==> config.mk <==
export PLATFORM = sky130hd
export DESIGN_NAME = alu_op_sequencer
export DESIGN_NICKNAME = d
export VERILOG_FILES = /design/src/rtl/alu_op_sequencer.sv
export SDC_FILE = /design/constraint.sdc
export NUM_CORES = 1
export LEC_CHECK = 0
export ABC_AREA = 0
export CAP_MARGIN = 40
export CORE_MARGIN = 2
export CORE_UTILIZATION = 44
export DETAILED_ROUTE_END_ITERATION = 7
export GPL_ROUTABILITY_DRIVEN = 1
export PLACE_DENSITY = 0.95
export SYNTH_ARGS = -nofsm -noshare
export SYNTH_HDL_FRONTEND = slang
export SYNTH_SLANG_ARGS = --single-unit
==> constraint.sdc <==
create_clock -name clock -period 4.23 [get_ports clock]
set_input_delay 1.0575 -clock clock [delete_from_list [all_inputs] [get_ports clock]]
set_output_delay 1.0575 -clock clock [all_outputs]
set_load 0.005 [all_outputs]
==> src/rtl/alu_op_sequencer.sv <==
// alu_op_sequencer: accepts one ALU request at a time, decodes the CPU opcode
// into one-hot ALU controls, holds the operands for the op's settle time and
// captures the ALU result words into HI/LO. Illegal opcodes and divide-by-zero
// are rejected with a done+error pulse.
//
// Handshake: a request is taken on a rising clock edge where ready=1 and
// start=1. ready is high exactly when the controller is idle, and that includes
// the done cycle, so a new request may follow a completion with no bubble.
// done (and error, for rejected requests) is a single-cycle pulse. start while
// busy is ignored and never queued.
module alu_op_sequencer #(
   parameter int MUL_CYCLES = 2,
   parameter int DIV_CYCLES = 4
) (
   input  logic        clock,
   input  logic        clear,
   input  logic        start,
   input  logic [4:0]  opcode,
   input  logic [31:0] op_a,
   input  logic [31:0] op_b,
   output logic        ready,
   output logic        busy,
   output logic        done,
   output logic        error,
   output logic [31:0] alu_a,
   output logic [31:0] alu_b,
   output logic [13:0] alu_ctrl,
   input  logic [31:0] alu_chigh,
   input  logic [31:0] alu_clow,
   output logic [31:0] result_hi,
   output logic [31:0] result_lo
);

   // A zero settle time would make the counter load wrap; refuse to build it.
   if (MUL_CYCLES < 1 || DIV_CYCLES < 1) begin : g_bad_param
      $error("alu_op_sequencer: MUL_CYCLES and DIV_CYCLES must be >= 1");
   end

   localparam int MAX_LAT = (MUL_CYCLES > DIV_CYCLES) ? MUL_CYCLES : DIV_CYCLES;
   localparam int CW      = (MAX_LAT > 1) ? $clog2(MAX_LAT) : 1;

   // alu_ctrl bit positions
   localparam int B_ADD   = 0;
   localparam int B_SUB   = 1;
   localparam int B_MUL   = 2;
   localparam int B_DIV   = 3;
   localparam int B_AND   = 4;
   localparam int B_OR    = 5;
   localparam int B_SHR   = 6;
   localparam int B_SHRA  = 7;
   localparam int B_SHL   = 8;
   localparam int B_ROR   = 9;
   localparam int B_ROL   = 10;
   localparam int B_NEG   = 11;
   localparam int B_NOT   = 12;
   localparam int B_INCPC = 13;

   typedef enum logic [0:0] {
      S_IDLE = 1'b0,
      S_EXEC = 1'b1
   } state_e;

   state_e        state_q, state_d;
   logic [CW-1:0] cnt_q, cnt_d;
   logic [31:0]   a_q, a_d;
   logic [31:0]   b_q, b_d;
   logic [13:0]   ctrl_q, ctrl_d;
   logic [31:0]   hi_q, hi_d;
   logic [31:0]   lo_q, lo_d;
   logic          done_q, done_d;
   logic          err_q, err_d;

   logic [13:0]   dec_ctrl;
   logic [CW-1:0] dec_cnt;
   logic          accept_ok;

   // Opcode decode: one-hot control and settle count (L-1) for the request.
   always_comb begin
      dec_ctrl = '0;
      dec_cnt  = '0;
      case (opcode)
         5'b00011: dec_ctrl[B_ADD]   = 1'b1;
         5'b00100: dec_ctrl[B_SUB]   = 1'b1;
         5'b00101: dec_ctrl[B_SHR]   = 1'b1;
         5'b00110: dec_ctrl[B_SHRA]  = 1'b1;
         5'b00111: dec_ctrl[B_SHL]   = 1'b1;
         5'b01000: dec_ctrl[B_ROR]   = 1'b1;
         5'b01001: dec_ctrl[B_ROL]   = 1'b1;
         5'b01010: dec_ctrl[B_AND]   = 1'b1;
         5'b01011: dec_ctrl[B_OR]    = 1'b1;
         5'b01111: begin
            dec_ctrl[B_MUL] = 1'b1;
            dec_cnt         = CW'(MUL_CYCLES - 1);
         end
         5'b10000: begin
            dec_ctrl[B_DIV] = 1'b1;
            dec_cnt         = CW'(DIV_CYCLES - 1);
         end
         5'b10001: dec_ctrl[B_NEG]   = 1'b1;
         5'b10010: dec_ctrl[B_NOT]   = 1'b1;
         5'b11111: dec_ctrl[B_INCPC] = 1'b1;
         default:  dec_ctrl          = '0;
      endcase
   end

   // Legal opcode and no division by zero.
   assign accept_ok = (dec_ctrl != '0) && !(dec_ctrl[B_DIV] && (op_b == '0));

   // Next-state logic: accept/reject in IDLE, count down and capture in EXEC.
   always_comb begin
      state_d = state_q;
      cnt_d   = cnt_q;
      a_d     = a_q;
      b_d     = b_q;
      ctrl_d  = ctrl_q;
      hi_d    = hi_q;
      lo_d    = lo_q;
      done_d  = 1'b0;
      err_d   = 1'b0;
      case (state_q)
         S_IDLE: begin
            if (start) begin
               if (accept_ok) begin
                  a_d     = op_a;
                  b_d     = op_b;
                  ctrl_d  = dec_ctrl;
                  cnt_d   = dec_cnt;
                  state_d = S_EXEC;
               end else begin
                  done_d = 1'b1;
                  err_d  = 1'b1;
               end
            end
         end
         S_EXEC: begin
            if (cnt_q == '0) begin
               lo_d = alu_clow;
               // Only MUL/DIV produce a meaningful high word.
               if (ctrl_q[B_MUL] || ctrl_q[B_DIV]) begin
                  hi_d = alu_chigh;
               end
               ctrl_d  = '0;
               done_d  = 1'b1;
               state_d = S_IDLE;
            end else begin
               cnt_d = cnt_q - CW'(1);
            end
         end
         default: begin
            ctrl_d  = '0;
            state_d = S_IDLE;
         end
      endcase
   end

   // State and datapath registers; clear abandons any in-flight operation.
   always_ff @(posedge clock or negedge clear) begin
      if (!clear) begin
         state_q <= S_IDLE;
         cnt_q   <= '0;
         a_q     <= '0;
         b_q     <= '0;
         ctrl_q  <= '0;
         hi_q    <= '0;
         lo_q    <= '0;
         done_q  <= 1'b0;
         err_q   <= 1'b0;
      end else begin
         state_q <= state_d;
         cnt_q   <= cnt_d;
         a_q     <= a_d;
         b_q     <= b_d;
         ctrl_q  <= ctrl_d;
         hi_q    <= hi_d;
         lo_q    <= lo_d;
         done_q  <= done_d;
         err_q   <= err_d;
      end
   end

   assign ready     = (state_q == S_IDLE);
   assign busy      = (state_q == S_EXEC);
   assign done      = done_q;
   assign error     = err_q;
   assign alu_a     = a_q;
   assign alu_b     = b_q;
   assign alu_ctrl  = ctrl_q;
   assign result_hi = hi_q;
   assign result_lo = lo_q;

endmodule
==> flow_summary.yaml, run 1 <==
timing:
  worstMarginPinSlew_ns: 0.887
  final-max-slew-violation-count: 0
  setup_violations: 0
  worst_slew_margin_rel_pct: 40.9
  min_period_ns: 3.21
  unrepaired_setup_endpoints_after_global_routing: "no"
  total_negative_setup_slack_ns: 0
  final_period_utilization_pct: 76.0
  final_critical_path_setup_slack_ns: 1.02
  max_freq_mhz: 311
  clock_skew_ns: 0.00645
  fin_worst_hold_slack_ns: 0.502
  finalHoldViolCount: 0
clocking:
  clock_latency_ns: 0.41
  cts.path.max_buffers: 2
  cts_root_buffer: "clkbuf_16"
  cts-resized-gates: 0
  clock_sinks: 147
  clock_input_transition_at_the_sequential_cells_of_the_worst_setup_and_hold_paths_ns: 0.05
  cts_buffers: 17
  cts_htree_levels: 4
  cts_setup_buffers: 0
  ctsHoldBuffers: 0
  tritoncts: "yes"
cells_and_area:
  final_cell_area_um2: 9420
  drive_above_1_share_pct: 24.3
  diode_count: 0
  layoutNonFillerInstCount: 855
  nFillCells: 770
  post-route-util_pct: 73.8
  multiInputGateArea_um2: 2040
  signed_area_change_from_the_synthesized_netlist_to_the_final_layout_pct: 62.2
  finish.net_count: 808
  seqCellArea_um2: 3680
critical_path:
  critical_path_class: "input port to flop"
  critical_path_required_ns: 4.52
  worst_setup_path_start_kind: "input port"
  critical_path.max_fanout: 44
  worst-endpoint-arrival_ns: 3.50
  end_kind: "flop"
global_route:
  grt_max_degree: 98
  grt_overflow: 0
  first_pass_grt_wire_length_mm: 24.9
  grt_antenna_before_repair: 0
  globalRouteTotalUtil_pct: 22.6
  first_global_vias: 4729
pwr:
  switchingPower_mw: 1.65
  power_frac_seq_pct: 37.5
  comb_power_share_pct: 38.9
  power.share.clock_pct: 23.6
  internal_power_mw: 4.79
  worst_ir_drop_vdd_mv: 0.384
  power_leakage_nw: 3.86
  design_power_total_mw: 6.44
  swShare_pct: 25.6
  cellPowerDensity_nw_per_um2: 683
placement:
  placedCellCount: 824
  worst_setup_timing_slack_at_the_placement_stage_ns: 0.680
  hpwlAfterDp_mm: 11.6
  post_dp_cell_area_um2: 8820
  port-buffer-count: 281
  place.gp.congestion: 0.819
logic_synthesis:
  postSynthNetCount: 520
  postSynthCellCount: 383
  count_of_flip_flops_with_a_built_in_enable_after_synthesis: 0
  async_flop_share_pct: 100
  synth_area_leaders: "dfrtp_1, mux2_2, mux2i_1"
  synth-main-ff-cell: "dfrtp_1"
  synthDistinctLibCells: 37
  ys_seq_elements: 147
  postSynthAreaPerCell_um2: 15.2
  netlist_top_cells_count: "dfrtp_1, mux2_2, nand2_1"
  synth_top_area_share_pct: 63.3
  synth.yosys.seq_area_share_pct: 63.3
  synth-warning-count: 0
  syn_area_um2: 5810
  synth_most_common_cell: "dfrtp_1"
  synth.largest_area_cell: "dfrtp_1"
floorplanning:
  initial_utilization_pct: 45.5
  floorplan.die.width_um: 119
  io-pin-count: 282
  die_height_um: 119
  rows: 41
  full_die_area_um2: 14100
  design.core.area_um2: 12800
drt:
  vias: 4331
  detail_route.first_pass.iterations: 5
  post-route-drc-count: 0
  routed_wl_mm: 15.6
  first_iter_violations: 257
  ant_nets: 0
  avgViaCountPerCell: 5.07
  routed_wire_length_per_instance_um: 18.2
min_path:
  holdCritPathClass: "flop to flop"
run_status:
  status: "finished, final reports clean"
flow_run:
  maxCapViolCount: 0
==> cells by family after synthesis <==
kind of cell,after synthesis,share of synthesized area [%]
muxes,141,27.4
DFF,147,63.3
AOI/OAI and AO/OA,14,2.00
and+or+nand+nor,60,5.36
buffers and inverters,20,1.64
adders and majority gates,1,0.215
==> final cells by class <==
type | instances | share of cell area (%)
well taps | 172 | 2.28
multi-input cells | 216 | 21.7
flip-flops and latches | 147 | 39.0
clock inverters | 10 | 1.69
inverters | 3 | 0.120
clock buffers | 21 | 4.67
repair buffers | 286 | 30.5
==> flip-flops by register name, summed over array words and instances (netlist names) <==
| register | flops |
|---|---|
| result_hi | 32 |
| alu_a | 32 |
| done | 1 |
| error | 1 |
| result_lo | 32 |
| busy | 1 |
| alu_b | 32 |
| alu_ctrl | 14 |
| cnt_q | 2 |
==> critical path: stages <==
cell and delay (ns):
clkdlybuf4s50_1 0.47, nor4_1 0.48, nand4_1 0.34, nor3_4 0.38, nor2_4 0.07, buf_4 0.33, mux2_4 0.37
==> worst paths after layout <==
kind                                           start                        end  cells past startpoint  slack [ns]
setup / recovery                            op_b[13]       alu_b[9]$_DFFE_PN0P_                      7        1.02
hold / removal             result_lo[17]$_DFFE_PN0P_  result_lo[17]$_DFFE_PN0P_                      1        0.50
setup reg to reg                      busy$_DFF_PN0_       alu_a[4]$_DFFE_PN0P_                      5        2.26
hold reg to reg            result_lo[17]$_DFFE_PN0P_  result_lo[17]$_DFFE_PN0P_                      1        0.50
max in group asynchronous                      clear      alu_b[24]$_DFFE_PN0P_                      2        2.66
min in group asynchronous                      clear      alu_a[12]$_DFFE_PN0P_                      1        0.71
==> routing by layer <==
metal  global-route usage (%)  wire length [um]  up-vias
met3                     8.62              1330       30
met4                     8.78               386        0
met5                        0                 0        -
met1                     24.4              5850     2142
met2                     39.9              8010      214
li1                         -                 -     1945
==> layout by cell type (no fill, tap or decap), types with 2 or more instances in the layout <==
cell type / n
buf_12: 2
buf_4: 3
bufinv_16: 4
clkbuf_1: 4
clkbuf_16: 17
clkdlybuf4s50_1: 280
clkinv_2: 3
clkinvlp_4: 2
dfrtp_1: 147
inv_1: 2
mux2_2: 122
mux2_4: 6
mux2i_1: 13
nand2_1: 23
nand3_1: 5
nand4_1: 3
nor2_1: 7
nor2b_1: 2
nor4_1: 8
o211ai_1: 3
o21a_1: 2
o21ai_0: 3
==> power groups by stage <==
stage          Combinational, mW  Clock (mW)  Sequential (mW)
5_1_grt                     2.66        1.63             2.49
6_report                    2.50        1.52             2.41
3_3_place_gp                2.44           0             2.38
4_1_cts                     2.55        1.55             2.42
2_1_floorplan              0.814           0             2.43
3_5_place_dp                2.53           0             2.43
(Power assumes the default switching activity.)
==> run 2, diff against run 1 <==
Settings changed: CORE_UTILIZATION 44 to 37, PLACE_DENSITY 0.95 to 0.88.
Clock period 4.23 ns to 2.89 ns, I/O delays scaled along.
==> flow_summary.yaml, run 2 (synthesis results as in run 1) <==
run_status:
  status: "finished, final reports clean"
timing:
  clock_skew_ns: 0.00694
  setup_violations: 0
  worst_slew_margin_rel_pct: 72.1
  worstMarginPinSlew_ns: 0.415
  final_period_utilization_pct: 85.9
  unrepaired_setup_endpoints_after_global_routing: "no"
  min_period_ns: 2.48
  finalHoldViolCount: 0
  max_freq_mhz: 403
  final-max-slew-violation-count: 0
floorplanning:
  die_height_um: 129
  design.core.area_um2: 15300
  floorplan.die.width_um: 129
  io-pin-count: 282
  rows: 45
  full_die_area_um2: 16700
  initial_utilization_pct: 38.1
clocking:
  cts.path.max_buffers: 2
  ctsHoldBuffers: 0
  cts_root_buffer: "clkbuf_16"
  cts-resized-gates: 0
  clock_latency_ns: 0.41
  cts_buffers: 17
  tritoncts: "yes"
  clock_sinks: 147
  cts_htree_levels: 4
  clock_input_transition_at_the_sequential_cells_of_the_worst_setup_and_hold_paths_ns: 0.06
  cts_setup_buffers: 0
critical_path:
  critical_path.slowest_cell: "nor4_1"
  worst_setup_path_start_kind: "input port"
  critical_path.max_fanout: 38
  critical_path_required_ns: 3.18
  slowest_delay_ns: 0.43
  critical_path_class: "input port to flop"
  cp_top_family: "simple AND/OR/NAND/NOR gates"
  path_cells: "clkdlybuf4s50_1, nor4_1, nand4_1, nor3_4, nor2_4, buf_12, mux2_2"
  worst-endpoint-arrival_ns: 2.77
  setup.worst_path.start: "op_b[18]"
  worstPathBufferInverterCount: 2
  r2r-start: "cnt_q[0]$_DFFE_PN0P_"
  end_kind: "flop"
cells_and_area:
  signed_area_change_from_the_synthesized_netlist_to_the_final_layout_pct: 66.4
  finish.net_count: 824
  layout_commonest_cell: "clkdlybuf4s50_1"
  drive_above_1_share_pct: 26.5
  most-common-layout-cells: "clkdlybuf4s50_1, dfrtp_1, mux2_2"
  post-route-util_pct: 63.3
  diode_count: 0
pwr:
  design_power_total_mw: 9.59
  power_frac_seq_pct: 36.8
  switchingPower_mw: 2.45
  power_leakage_nw: 3.98
  power.share.clock_pct: 24.4
  worst_ir_drop_vdd_mv: 0.473
  swShare_pct: 25.6
  internal_power_mw: 7.14
  cellPowerDensity_nw_per_um2: 993
  comb_power_share_pct: 38.8
drt:
  vias: 4340
  routed_wire_length_per_instance_um: 17.6
  avgViaCountPerCell: 4.77
  routed_wl_mm: 16.0
  post-route-drc-count: 0
  ant_nets: 0
  first_iter_violations: 188
  detail_route.first_pass.iterations: 4
global_route:
  first_global_vias: 4703
  first_pass_grt_wire_length_mm: 24.4
  grt_max_degree: 52
  grt_overflow: 0
  grt_antenna_before_repair: 0
  globalRouteTotalUtil_pct: 19.0
flow_run:
  maxCapViolCount: 0
min_path:
  holdCritPathClass: "input port to asynchronous set/reset pin"
placement:
  hpwlAfterDp_mm: 12.2
  port-buffer-count: 281
  place.gp.congestion: 0.782
[run 2: metal layers]
| metal | GRT usage [%] | up-vias | part of all wire [%] |
|---|---|---|---|
| met5 | 0 | - | 0 |
| met4 | 5.43 | 0 | 1.3 |
| met3 | 6.94 | 18 | 8.9 |
| met2 | 33.5 | 214 | 51 |
| met1 | 21.7 | 2122 | 39 |
| li1 | - | 1986 | - |
[run 2: worst paths after layout]
| path | slack, ns | endpoint | cells after the start |
|---|---|---|---|
| max in group asynchronous | 1.91 | result_hi[8]$_DFFE_PN0P_ | 2 |
| max | 0.41 | alu_b[29]$_DFFE_PN0P_ | 7 |
| min in group clock | 0.50 | alu_a[15]$_DFFE_PN0P_ | 1 |
| min | 0.21 | alu_a[10]$_DFFE_PN0P_ | 1 |
| min reg2reg | 0.50 | alu_a[15]$_DFFE_PN0P_ | 1 |
| max reg2reg | 1.10 | result_hi[29]$_DFFE_PN0P_ | 5 |
[run 2: power groups by stage]
stage          Clock [mW]  Sequential [mW]  Combinational, mW
3_5_place_dp            0             3.56               3.75
5_1_grt              2.50             3.64               3.97
3_3_place_gp            0             3.49               3.63
2_1_floorplan           0             3.56               1.19
4_1_cts              2.39             3.54               3.77
6_report             2.34             3.53               3.72
[run 2: worst register-to-register path, delay by kind of cell (launching register included)]
family / cells / cell delay [ns]
buffers and inverters: 2 / 0.47
multiplexers: 1 / 0.41
flip-flops: 1 / 0.37
adder cells (fa/ha/maj): 1 / 0.29
AO/OA/AOI/OAI: 1 / 0.13
[run 2: stage by stage]
step                TNS (ns)  hold WS (ns)  instances  setup WS, ns  area, um2
floorplan                  0         0.427        383         0.471       5810
global placement           0         0.487        878        0.0425       9010
detailed placement    -0.436         0.493        879       -0.0434       9030
CTS                        0         0.207        909         0.390       9660
global route               0         0.223        909         0.284       9660
finish                     0         0.211        909         0.409       9660
[run 2: cell type report]
cell class                 count  area [um2]
inverter                       3        11.3
tap                          211         264
timing repair buffer         302        3030
fill                        1123        5600
sequential                   147        3680
multi-input combinational    216        2040
clock buffer                  21         480
clock inverter                 9         153
